**src/rtl/count_pkg.sv**
```systemverilog
// Shared widths and the snapshot word type for the count snapshot FIFO.
package count_pkg;

  localparam int CW_DEF    = 4;
  localparam int EW_DEF    = 4;
  localparam int DEPTH_DEF = 4;
  localparam int SNAP_W    = EW_DEF + CW_DEF;

  // Snapshot word at the default widths: {epoch, count}
  typedef logic [SNAP_W-1:0] snap_t;

endpackage

```
**src/rtl/count_snapshot_fifo_sync_fifo.sv**
```systemverilog
// Show-ahead synchronous FIFO: storage, wrapping pointers and occupancy level.
module sync_fifo #(
  parameter int WIDTH = 8,
  parameter int DEPTH = 4
) (
  input  logic                       clk,
  input  logic                       rst,
  input  logic                       push,
  input  logic [WIDTH-1:0]           wdata,
  input  logic                       pop,
  output logic [WIDTH-1:0]           rdata,
  output logic [$clog2(DEPTH):0]     level,
  output logic                       full,
  output logic                       empty
);

  localparam int AW = $clog2(DEPTH);
  localparam int LW = AW + 1;

  logic [AW-1:0]    wr_ptr_reg, rd_ptr_reg;
  logic [LW-1:0]    level_reg, level_next;
  logic [WIDTH-1:0] mem [DEPTH];
  logic             do_push, do_pop;

  assign empty = (level_reg == '0);
  assign full  = (level_reg == LW'(DEPTH));

  // A push into a full FIFO is only legal when the head leaves in the same cycle
  assign do_pop  = pop && !empty;
  assign do_push = push && (!full || do_pop);

  // Storage carries no reset; the level says which entries are meaningful
  always_ff @(posedge clk) begin
    if (do_push) begin
      mem[wr_ptr_reg] <= wdata;
    end
  end

  assign rdata = mem[rd_ptr_reg];

  always_comb begin
    level_next = level_reg;
    case ({do_push, do_pop})
      2'b10:   level_next = level_reg + LW'(1);
      2'b01:   level_next = level_reg - LW'(1);
      default: level_next = level_reg;
    endcase
  end

  always_ff @(posedge clk or negedge rst) begin
    if (!rst) begin
      wr_ptr_reg <= '0;
      rd_ptr_reg <= '0;
      level_reg  <= '0;
    end else begin
      if (do_push) begin
        wr_ptr_reg <= wr_ptr_reg + AW'(1);
      end
      if (do_pop) begin
        rd_ptr_reg <= rd_ptr_reg + AW'(1);
      end
      level_reg <= level_next;
    end
  end

  assign level = level_reg;

endmodule

```
**src/rtl/count_snapshot_fifo.sv**
```systemverilog
// Captures {epoch, count} snapshots of a free-running counter on trig into a FIFO,
// extending the count with an epoch that advances on every all-ones-to-zero wrap.
module count_snapshot_fifo
  import count_pkg::*;
#(
  parameter int CW    = CW_DEF,
  parameter int EW    = EW_DEF,
  parameter int DEPTH = DEPTH_DEF
) (
  input  logic                     clk,
  input  logic                     rst,
  input  logic [CW-1:0]            count_in,
  input  logic                     trig,
  output logic [EW+CW-1:0]         out_data,
  output logic                     out_valid,
  input  logic                     out_ready,
  output logic [$clog2(DEPTH):0]   level,
  output logic                     ovf,
  input  logic                     clr_ovf
);

  localparam int W = EW + CW;

  logic [CW-1:0] prev_count_reg;
  logic [EW-1:0] epoch_reg, epoch_next;
  logic          ovf_reg, ovf_next;
  logic          wrap, full, empty, pop, push, overflow;
  logic [W-1:0]  wdata;

  // prev_count resets to zero, so a zero count right after reset is not a wrap
  assign wrap       = (prev_count_reg == {CW{1'b1}}) && (count_in == '0);
  assign epoch_next = epoch_reg + EW'(wrap);
  assign wdata      = {epoch_next, count_in};

  assign out_valid = !empty;
  assign pop       = out_valid && out_ready;
  assign push      = trig && (!full || pop);
  assign overflow  = trig && full && !pop;

  // A fresh overflow wins over a clear in the same cycle
  assign ovf_next = overflow || (ovf_reg && !clr_ovf);

  always_ff @(posedge clk or negedge rst) begin
    if (!rst) begin
      prev_count_reg <= '0;
      epoch_reg      <= '0;
      ovf_reg        <= 1'b0;
    end else begin
      prev_count_reg <= count_in;
      epoch_reg      <= epoch_next;
      ovf_reg        <= ovf_next;
    end
  end

  assign ovf = ovf_reg;

  sync_fifo #(
    .WIDTH (W),
    .DEPTH (DEPTH)
  ) u_fifo (
    .clk   (clk),
    .rst   (rst),
    .push  (push),
    .wdata (wdata),
    .pop   (pop),
    .rdata (out_data),
    .level (level),
    .full  (full),
    .empty (empty)
  );

endmodule

```
**config.mk**
```make
export PLATFORM = sky130hd
export DESIGN_NAME = count_snapshot_fifo
export DESIGN_NICKNAME = d
export VERILOG_FILES = /design/src/rtl/count_pkg.sv /design/src/rtl/count_snapshot_fifo_sync_fifo.sv /design/src/rtl/count_snapshot_fifo.sv
export SDC_FILE = /design/constraint.sdc
export NUM_CORES = 1
export LEC_CHECK = 0
export CORE_MARGIN = 1.5
export CORE_UTILIZATION = 40
export DETAILED_ROUTE_END_ITERATION = 12
export PLACE_DENSITY = 0.67
export RECOVER_POWER = 50
export SLEW_MARGIN = 20
export SYNTH_ARGS = -nofsm -noshare
export SYNTH_HDL_FRONTEND = slang
export SYNTH_HIERARCHICAL = 1
export SYNTH_SLANG_ARGS = --single-unit
```
**constraint.sdc**
```tcl
create_clock -name clk -period 7.1 [get_ports clk]
set_input_delay 1.42 -clock clk [delete_from_list [all_inputs] [get_ports clk]]
set_output_delay 1.42 -clock clk [all_outputs]
set_load 0.1 [all_outputs]
```
### After elaboration in Yosys (flattened, before gate mapping)

Memory sizes are Yosys's and may differ from the RTL's.
Cells that the tools add are included.
Widths: inputs -> output; s select.

| word-level totals | value |
|---|---|
| flip-flop bits (word level) | 16 |
| memory bits (writable) | 32 |
| bits of input ports | 9 |
| output and inout port bits | 13 |
| logic and storage cells | 37 |
| memories kept | 1 |

| cells by class | value |
|---|---|
| add/sub/neg operators | 5 |
| eq/ne operators | 4 |
| mux-type cells | 3 |
| reductions and logical operators | 18 |

Memories:

| name | words | width | rd ports | clocked after Yosys merged registers in | wr ports | line | RTL |
|---|---|---|---|---|---|---|---|
| u_fifo.mem | 4 | 8 | 1 | 0 | 1 | count_snapshot_fifo_sync_fifo.sv:22 | `logic [WIDTH-1:0] mem [DEPTH];` |

Operator list:

| operator | count |
|---|---|
| $logic_and 1x1->1 | 8 |
| $pmux 3 s2 | 1 |
| $add 2x1->2 const B | 2 |
| $add 4x1->4 | 1 |
| $eq 4x4->1 const B | 1 |
| $logic_not 1->1 | 4 |
| $logic_not 4->1 | 1 |
| $add 3x1->3 const B | 1 |
| $eq 3x3->1 const B | 1 |
| $logic_not 3->1 | 1 |
| $logic_or 1x1->1 | 3 |
| $sub 3x1->3 const B | 1 |
| $eq 2x1->1 const B | 1 |
| $eq 2x2->1 const B | 1 |
| $mux 1 | 2 |
| $reduce_bool 2->1 | 1 |

### Logic depth before layout (Yosys ltp)

| logic depth | value |
|---|---|
| word-level depth | 8 |
| gate-level depth with buffers | 12 |
| gate-level depth less buffers | 12 |

### Hierarchy

The synthesis kept the hierarchy.

Modules (own cells, without submodules):

| module | instances | cells each | area each (um2) | sequential area each (um2) |
|---|---|---|---|---|
| sync_fifo | 1 | 80 | 1587.8 | 1136.1 |
| count_snapshot_fifo | 1 | 24 | 337.8 | 225.2 |

### Worst setup path after synthesis

OpenSTA, ideal clock, no wires.

| path | value |
|---|---|
| path type | register to output |
| start | register u_fifo.level_reg[0] (netlist: u_fifo/level[0]) |
| end | output port out_valid |
| arrival time | 1.807 ns |
| data required time | 5.680 ns |
| path slack | 3.873 ns |
| cell stages (with the launch flop) | 3 |
| path buffers | 0 |
| cell sequence | dfrtp_1 > nor3_1 > inv_1 |

| between the ends | value |
|---|---|
| cells in the longest elaborated chain, start to end | 2 |

Ends and longest elaborated chain:

| what | line | RTL |
|---|---|---|
| from (decl) | count_snapshot_fifo_sync_fifo.sv:21 | `logic [LW-1:0] level_reg, level_next;` |
| from (signal assigned) | count_snapshot_fifo_sync_fifo.sv:62 | `level_reg <= level_next;` |
| $logic_not 3->1 | count_snapshot_fifo_sync_fifo.sv:25 | `assign empty = (level_reg == '0);` |
| net empty | count_snapshot_fifo.sv:27 | `logic wrap, full, empty, pop, push, overflow;` |
| $logic_not 1->1 | count_snapshot_fifo.sv:35 | `assign out_valid = !empty;` |
| to (decl) | count_snapshot_fifo.sv:15 | `output logic out_valid,` |

The timed path passes the listed nets, and every way through them passes these cells.

### Final worst setup path

| path | value |
|---|---|
| start | register u_fifo.rd_ptr_reg[0] |
| end | output port out_data[4] |

| between the ends | value |
|---|---|
| cells in the longest elaborated chain, start to end | 1 |

Ends and longest elaborated chain:

| what | line | RTL |
|---|---|---|
| from (decl) | count_snapshot_fifo_sync_fifo.sv:20 | `logic [AW-1:0] wr_ptr_reg, rd_ptr_reg;` |
| from (signal assigned) | count_snapshot_fifo_sync_fifo.sv:60 | `rd_ptr_reg <= rd_ptr_reg + AW'(1);` |
| $mem_v2 4x8 | n/a |  |
| to (decl) | count_snapshot_fifo.sv:14 | `output logic [EW+CW-1:0] out_data,` |

No other way between the ends.

==> run summary <==
- internal reg-to-reg setup slack: 4550 ps
- crit path cell chain: mux4_2, clkdlybuf4s50_1
- worst-case headroom to the max-slew limit: 0.348
- register bit count reported by yosys: 48
- Clk pin slew, worst setup/hold paths: 80 ps
- crit path kind: reg2out
- data required time of the worst path: 5680 ps
- share of final-layout standard cells stronger than drive strength 1: 0.138
- Sequential Area: 0.00136 mm^2
- type of the tightest min-delay check: reg2reg
- Cell Area, Synth: 0.00193 mm^2
- Fillers: 414
- result of the run: finished clean
- total global routing track utilization: 0.134
- Core Footprint: 0.00469 mm^2
- top area cells in the synthesized netlist: sky130_fd_sc_hd__edfxtp_1, sky130_fd_sc_hd__dfrtp_1, sky130_fd_sc_hd__mux4_2
- most frequent cells after synthesis: sky130_fd_sc_hd__edfxtp_1, sky130_fd_sc_hd__dfrtp_1, sky130_fd_sc_hd__inv_1
- Highest Clock Rate: 248 MHz
- Pins Over Slew Limit: 0
- minimum clock period: 4030 ps
- Hold Crit Depth: 1
- maximum count of clock buffers along a single path: 2
- CTS HTree Levels: 2
- area of the multi-input gates: 495 um^2
- number of global-route vias before repair: 985
- end-of-flow core utilization: 0.490
- FF-to-FF Start: u_fifo/level[0]
- number of cells on the worst reg-to-reg path: 12
- standard-cell rows: 25
- total gr overflow: 0
- Hold Vio Cnt, Final: 0
- effective utilization at floorplan: 0.410
- die boundary width: 72.4 um
- average footprint of a synthesized cell: 18.5 um^2
- top flip-flop cell by instance count after synthesis: sky130_fd_sc_hd__edfxtp_1
- library cells used by synthesis: 25
- hold slack final: 536 ps
- Worst Path Arrival: 2610 ps
- setup repair bufs after CTS: 0
- count of flip-flops with a built-in enable after synthesis: 32
- area share of the largest cell type after synthesis: 0.499
- Clock Sink Count: 48
- max FFs per register: 32
- wire length of the first global-routing pass: 5.02 mm
- cell with the largest stage delay on the worst path: sky130_fd_sc_hd__clkdlybuf4s50_1
- detailed placer's ending HPWL: 2.11 mm
- Hold Path Origin: epoch_reg[3]
- setup violation total in the final timing report: 0
- post-route worst setup slack: 3070 ps
- clock root buffer: sky130_fd_sc_hd__clkbuf_8
- Iter 0 DRT Violations: 82
- Yosys top cell by area: sky130_fd_sc_hd__edfxtp_1
- largest net degree at the start of global routing: 17
- Async SR Flop Fraction: 0.333
- maximum fanout encountered on the critical timing path: 10
- first drt pass iteration count: 4
- end of the worst hold path: epoch_reg[3]
- CTS buffer count: 5
- Area Growth Syn to Fin: 19.5%
- Worst-Margin Slew: 974 ps
- I/O pins: 22
- critical register-to-register path endpoint: u_fifo/level[2]
- via count: 939
- post-detailed-route wirelength per cell: 16.9 um
- worst skew pair latency: 290 ps
- max cap viols: 0
- maximum cell stage delay along the critical path: 980 ps
- instance count of the mapped netlist: 104
- DR DRC count: 0
- Hold Buf Count CTS: 0
- routability-driven placement congestion ratio: 0.678
- vias per inst: 5.10
- Nets: 147
- setup repair after global routing missed its margin: no
- vertical die dimension: 72.4 um
- Routed Antenna Nets: 0
- number of antenna repair diodes: 0
- CP Capture Type: output pin
- Port Buffer Count: 21
- launching element type of the critical path: flip-flop
- dominant cell by count in the synthesized netlist: sky130_fd_sc_hd__edfxtp_1
- post-synthesis net count: 121
- Setup TNS: 0 ps
- total length of routed wires: 3.10 mm
- CTS tree: done
- Synthesis Warnings: 6
- worst setup timing slack at the placement stage: 3340 ps
- final period utilization: 0.567
- CTS-repair resized insts: 0
- number of antenna violations at the first check in global routing: 0
- die area: 0.00524 mm^2
- clock skew after layout: 5.85 ps
- Seq/Total Area, Yosys: 0.707
==> how the worst max path moves through the flow <==
stage / depth (start not counted) / startpoint / to
6_report: 2 / u_fifo/rd_ptr_reg[0] / out_data[4]
5_1_grt: 2 / u_fifo/rd_ptr_reg[0] / out_data[4]
4_1_cts: 2 / u_fifo/rd_ptr_reg[0] / out_data[4]
3_5_place_dp: 2 / u_fifo/rd_ptr_reg[0] / out_data[4]
3_3_place_gp: 2 / u_fifo/rd_ptr_reg[0] / out_data[5]
2_1_floorplan: 2 / u_fifo/level[0] / out_valid
==> metal layers <==
layer | GRT usage | wire length (um)
met5 | 0 | 0
met4 | 0.0440 | 38
met3 | 0.0431 | 117
met2 | 0.230 | 1690
met1 | 0.160 | 1260
==> critical path, delay by kind of cell, from the launching register on <==
kind | cells | cell delay (ps)
flops | 1 | 760
buf+inv | 1 | 980
mux | 1 | 570
==> final cells by class <==
cell class | instances | share of cell area
clock inverter | 2 | 0.0261
timing repair buffer | 21 | 0.0914
tap | 54 | 0.0294
multi-input combinational | 44 | 0.215
clock buffer | 5 | 0.0299
inverter | 10 | 0.0163
sequential | 48 | 0.592
==> cells by family (layout without fill, tap and decap cells) <==
group | after synthesis | after routing | synth area share
flip-flops | 48 | 48 | 0.707
AND/OR/NAND/NOR | 14 | 14 | 0.0500
buffers and inverters | 12 | 38 | 0.0240
multiplexers | 10 | 10 | 0.107
adder cells (fa/ha/maj) | 8 | 8 | 0.0559
XOR/XNOR | 8 | 8 | 0.0364
AO/OA/AOI/OAI | 4 | 4 | 0.0201
==> through the flow <==
stage,instances,instance area (um^2)
CTS,184,2320
detailed placement,177,2190
global placement,177,2190
floorplan,104,1930
finish,184,2300
global route,184,2300
==> cell usage in the layout, fill, tap and decap left out <==
cell	count
sky130_fd_sc_hd__mux4_2	8
sky130_fd_sc_hd__and2_0	2
sky130_fd_sc_hd__o22ai_1	1
sky130_fd_sc_hd__ha_1	7
sky130_fd_sc_hd__dlygate4sd3_1	6
sky130_fd_sc_hd__bufinv_16	2
sky130_fd_sc_hd__nand3_1	1
sky130_fd_sc_hd__o31a_2	1
sky130_fd_sc_hd__mux2_1	1
sky130_fd_sc_hd__nor4_1	1
sky130_fd_sc_hd__fa_1	1
sky130_fd_sc_hd__nand4bb_1	1
sky130_fd_sc_hd__clkbuf_8	5
sky130_fd_sc_hd__nor3_1	1
sky130_fd_sc_hd__xnor2_1	4
sky130_fd_sc_hd__nor2b_1	1
sky130_fd_sc_hd__clkdlybuf4s50_1	15
sky130_fd_sc_hd__mux2i_1	1
sky130_fd_sc_hd__nor2_1	1
sky130_fd_sc_hd__and2_2	2
sky130_fd_sc_hd__xor2_1	4
sky130_fd_sc_hd__edfxtp_1	32
sky130_fd_sc_hd__o21a_1	2
sky130_fd_sc_hd__dfrtp_1	16
sky130_fd_sc_hd__inv_1	10
sky130_fd_sc_hd__or3b_1	1
sky130_fd_sc_hd__nand2_1	3
Power is not shown: default switching activity piles up to over one toggle a cycle in this logic, so the estimate is an artifact.
==> RTL edit, RTL diff (config.mk and constraints unchanged) <==
Put a register stage on the output `level`, cleared by the reset. The value now appears one clock later. The other outputs are not delayed to match.
--- a/src/rtl/count_snapshot_fifo.sv
+++ b/src/rtl/count_snapshot_fifo.sv
@@ -20,6 +20,8 @@
 );
 
   localparam int W = EW + CW;
+
+  logic [$clog2(DEPTH):0] level_d;
 
   logic [CW-1:0] prev_count_reg;
   logic [EW-1:0] epoch_reg, epoch_next;
@@ -64,10 +66,18 @@
     .wdata (wdata),
     .pop   (pop),
     .rdata (out_data),
-    .level (level),
+    .level (level_d),
     .full  (full),
     .empty (empty)
   );
 
+  always_ff @(posedge clk or negedge rst) begin
+    if (!rst) begin
+      level <= '0;
+    end else begin
+      level <= level_d;
+    end
+  end
+
 endmodule
 
Check against the original RTL: not equivalent (a bounded check fails within 4 cycles, from zero or initial values and one cycle with rst low).
==> RTL edit against the unedited design <==
Non-clock buffer count is the same; sequential share of layout area grew 1.9 points; final area grew 2.2%; setup slack lost 20 ps; sequential cell count grew 3; die area grew 3.7%; wire length grew 0.90%; area after synthesis grew 3.9%; global-route usage is essentially flat; largest cell class unchanged; highest routed layer unchanged.
Power is left out: the tool's default activity adds up to more than one toggle a clock period on the data nets, which glitch-free logic cannot reach.
==> RTL edit: results (changes against the unedited design) <==
- Outcome: finished, final reports clean
* GRT Util Overall: 13.4% (+0.034 points)
- The share of async-settable or async-resettable flops after synthesis is 37.3% (+3.9 points).
* Proportion of synthesized area in mux cells: 10.3% (-0.40 points)
- NumNets Final: 150 (+2.0%)
- The routing usage on met3 came to 3.57% (-0.74 points).
* Max Fanout on Critical Path: 10 (unchanged)
* Largest net degree at the start of global routing: 20 (+3)
- For the worst-skew pair, the clock arrives at the later sink with an insertion delay of 300 ps.
- Sorting the synthesized cells by area gives the leading types as edfxtp_1, dfrtp_1, mux4_2, ha_1, inv_1.
- CTS Buf Count: 5 (unchanged)
- Fraction of layout instances using a drive strength above 1: 14.2% (+0.33 points)
- The largest clock skew in the final design is 6.66 ps (+0.814 ps).
- Count of vias placed by the detailed router: 954 (+1.6%)
* Worst Min Path Start: u_fifo/level[1]
- The count of TritonRoute iterations in the first routing pass is 4 (unchanged).
* Initial antenna violation count: 0 (unchanged)
- Number of enable flip-flop cells after synthesis: 32 (unchanged)
- The number of global-route vias before repair came to 1,065 (+8.1%).
- The cell sitting at the root of the clock tree is a clkbuf_8.
* Routed wire length per instance: 15.6 um (-7.6%)
* First-pass GRT wire length: 5220 um (+4.1%)
- Class of the tightest hold or removal check: reg2reg
- Post-Synthesis Net Count: 124 (+2.5%)
* GR Util met1: 16.4% (+0.33 points)
- Flip-flop count of the largest register after layout: 32 (unchanged)
- Sorting the synthesized cells by how often they occur yields edfxtp_1, dfrtp_1, inv_1.
* DP HPWL: 2070 um (-1.8%)
* Number of design-rule violations left by the first detailed-router iteration: 65 (-21%)
* Filler cell count in the final layout: 392 (-5.3%)
- Post-CTS Resized: 0 (unchanged)
- The xor-xnor portion of the synthesized cell area came to 3.50% (-0.14 points).
- The worst max-slew margin expressed relative to the limit came to 34.6% (-0.21 points).
- Synthesized-area fraction occupied by ao, oa, aoi and oai cells: 1.94% (-0.076 points)
* Adder-cell share of the synthesized area: 5.38% (-0.21 points)
- Launch point of the worst reg-to-reg path: u_fifo/level[0]
- The endpoint arrival time on the critical path was 2630 ps (+20 ps).
- Cell variety after synth: 25 (unchanged)
- Register area share after synthesis: 71.8% (+1.1 points)
- Most common flop cell mapped by yosys: edfxtp_1
- Diodes inserted: 0 (unchanged)
* Weighted congestion at the end of routability-driven global placement: 0.678 (+0.10%)
- The met2 track demand over resource in global routing came to 23.2% (+0.18 points).
-- RTL edit: changes by cell type after synthesis, sizes merged --
cell	delta
dfrtp	+3
-- RTL edit: layer usage --
| layer | part of all wire (%) | wire [um] |
|---|---|---|
| met1 | 41 | 1280 |
| met2 | 53 | 1650 |
| met3 | 4.8 | 149 |
| met4 | 1.7 | 53 |
| met5 | 0 | 0 |
-- RTL edit: worst max-delay path, cell delays in order (launching register included) --
cell and delay [ps]:
dfrtp_1 760, mux4_2 580, clkdlybuf4s50_1 980
-- RTL edit: cell type report --
cell class | instances | area, um^2 | share of cell area, %
Clock inverter | 3 | 18.8 | 0.798
Sequential cell | 51 | 1440 | 61.1
Multi-Input combinational cell | 44 | 495 | 21.1
Timing Repair Buffer | 21 | 210 | 8.94
Tap cell | 67 | 83.8 | 3.57
Inverter | 10 | 37.5 | 1.60
Clock buffer | 5 | 68.8 | 2.93
-- RTL edit: metrics by stage --
step | util, % | setup slack, ps | cell area [um^2] | hold slack, ps | std cells
floorplan | - | 4120 | 2000 | 410 | 107
global placement | 47.8 | 3370 | 2290 | 447 | 193
detailed placement | 47.8 | 3360 | 2290 | 443 | 193
CTS | 49.6 | 3010 | 2370 | 466 | 201
global route | 49.1 | 2920 | 2350 | 496 | 201
finish | 49.1 | 3050 | 2350 | 466 | 201
-- RTL edit: final timing paths --
kind	to	depth (start not counted)	slack, ps
max in group asynchronous	epoch_reg[0]	1	4910
min	level[1]	0	470
max reg2reg	u_fifo/level[2]	12	4530
min in group asynchronous	level[2]	1	1670
max	out_data[5]	2	3050
min reg2reg	level[1]	0	470
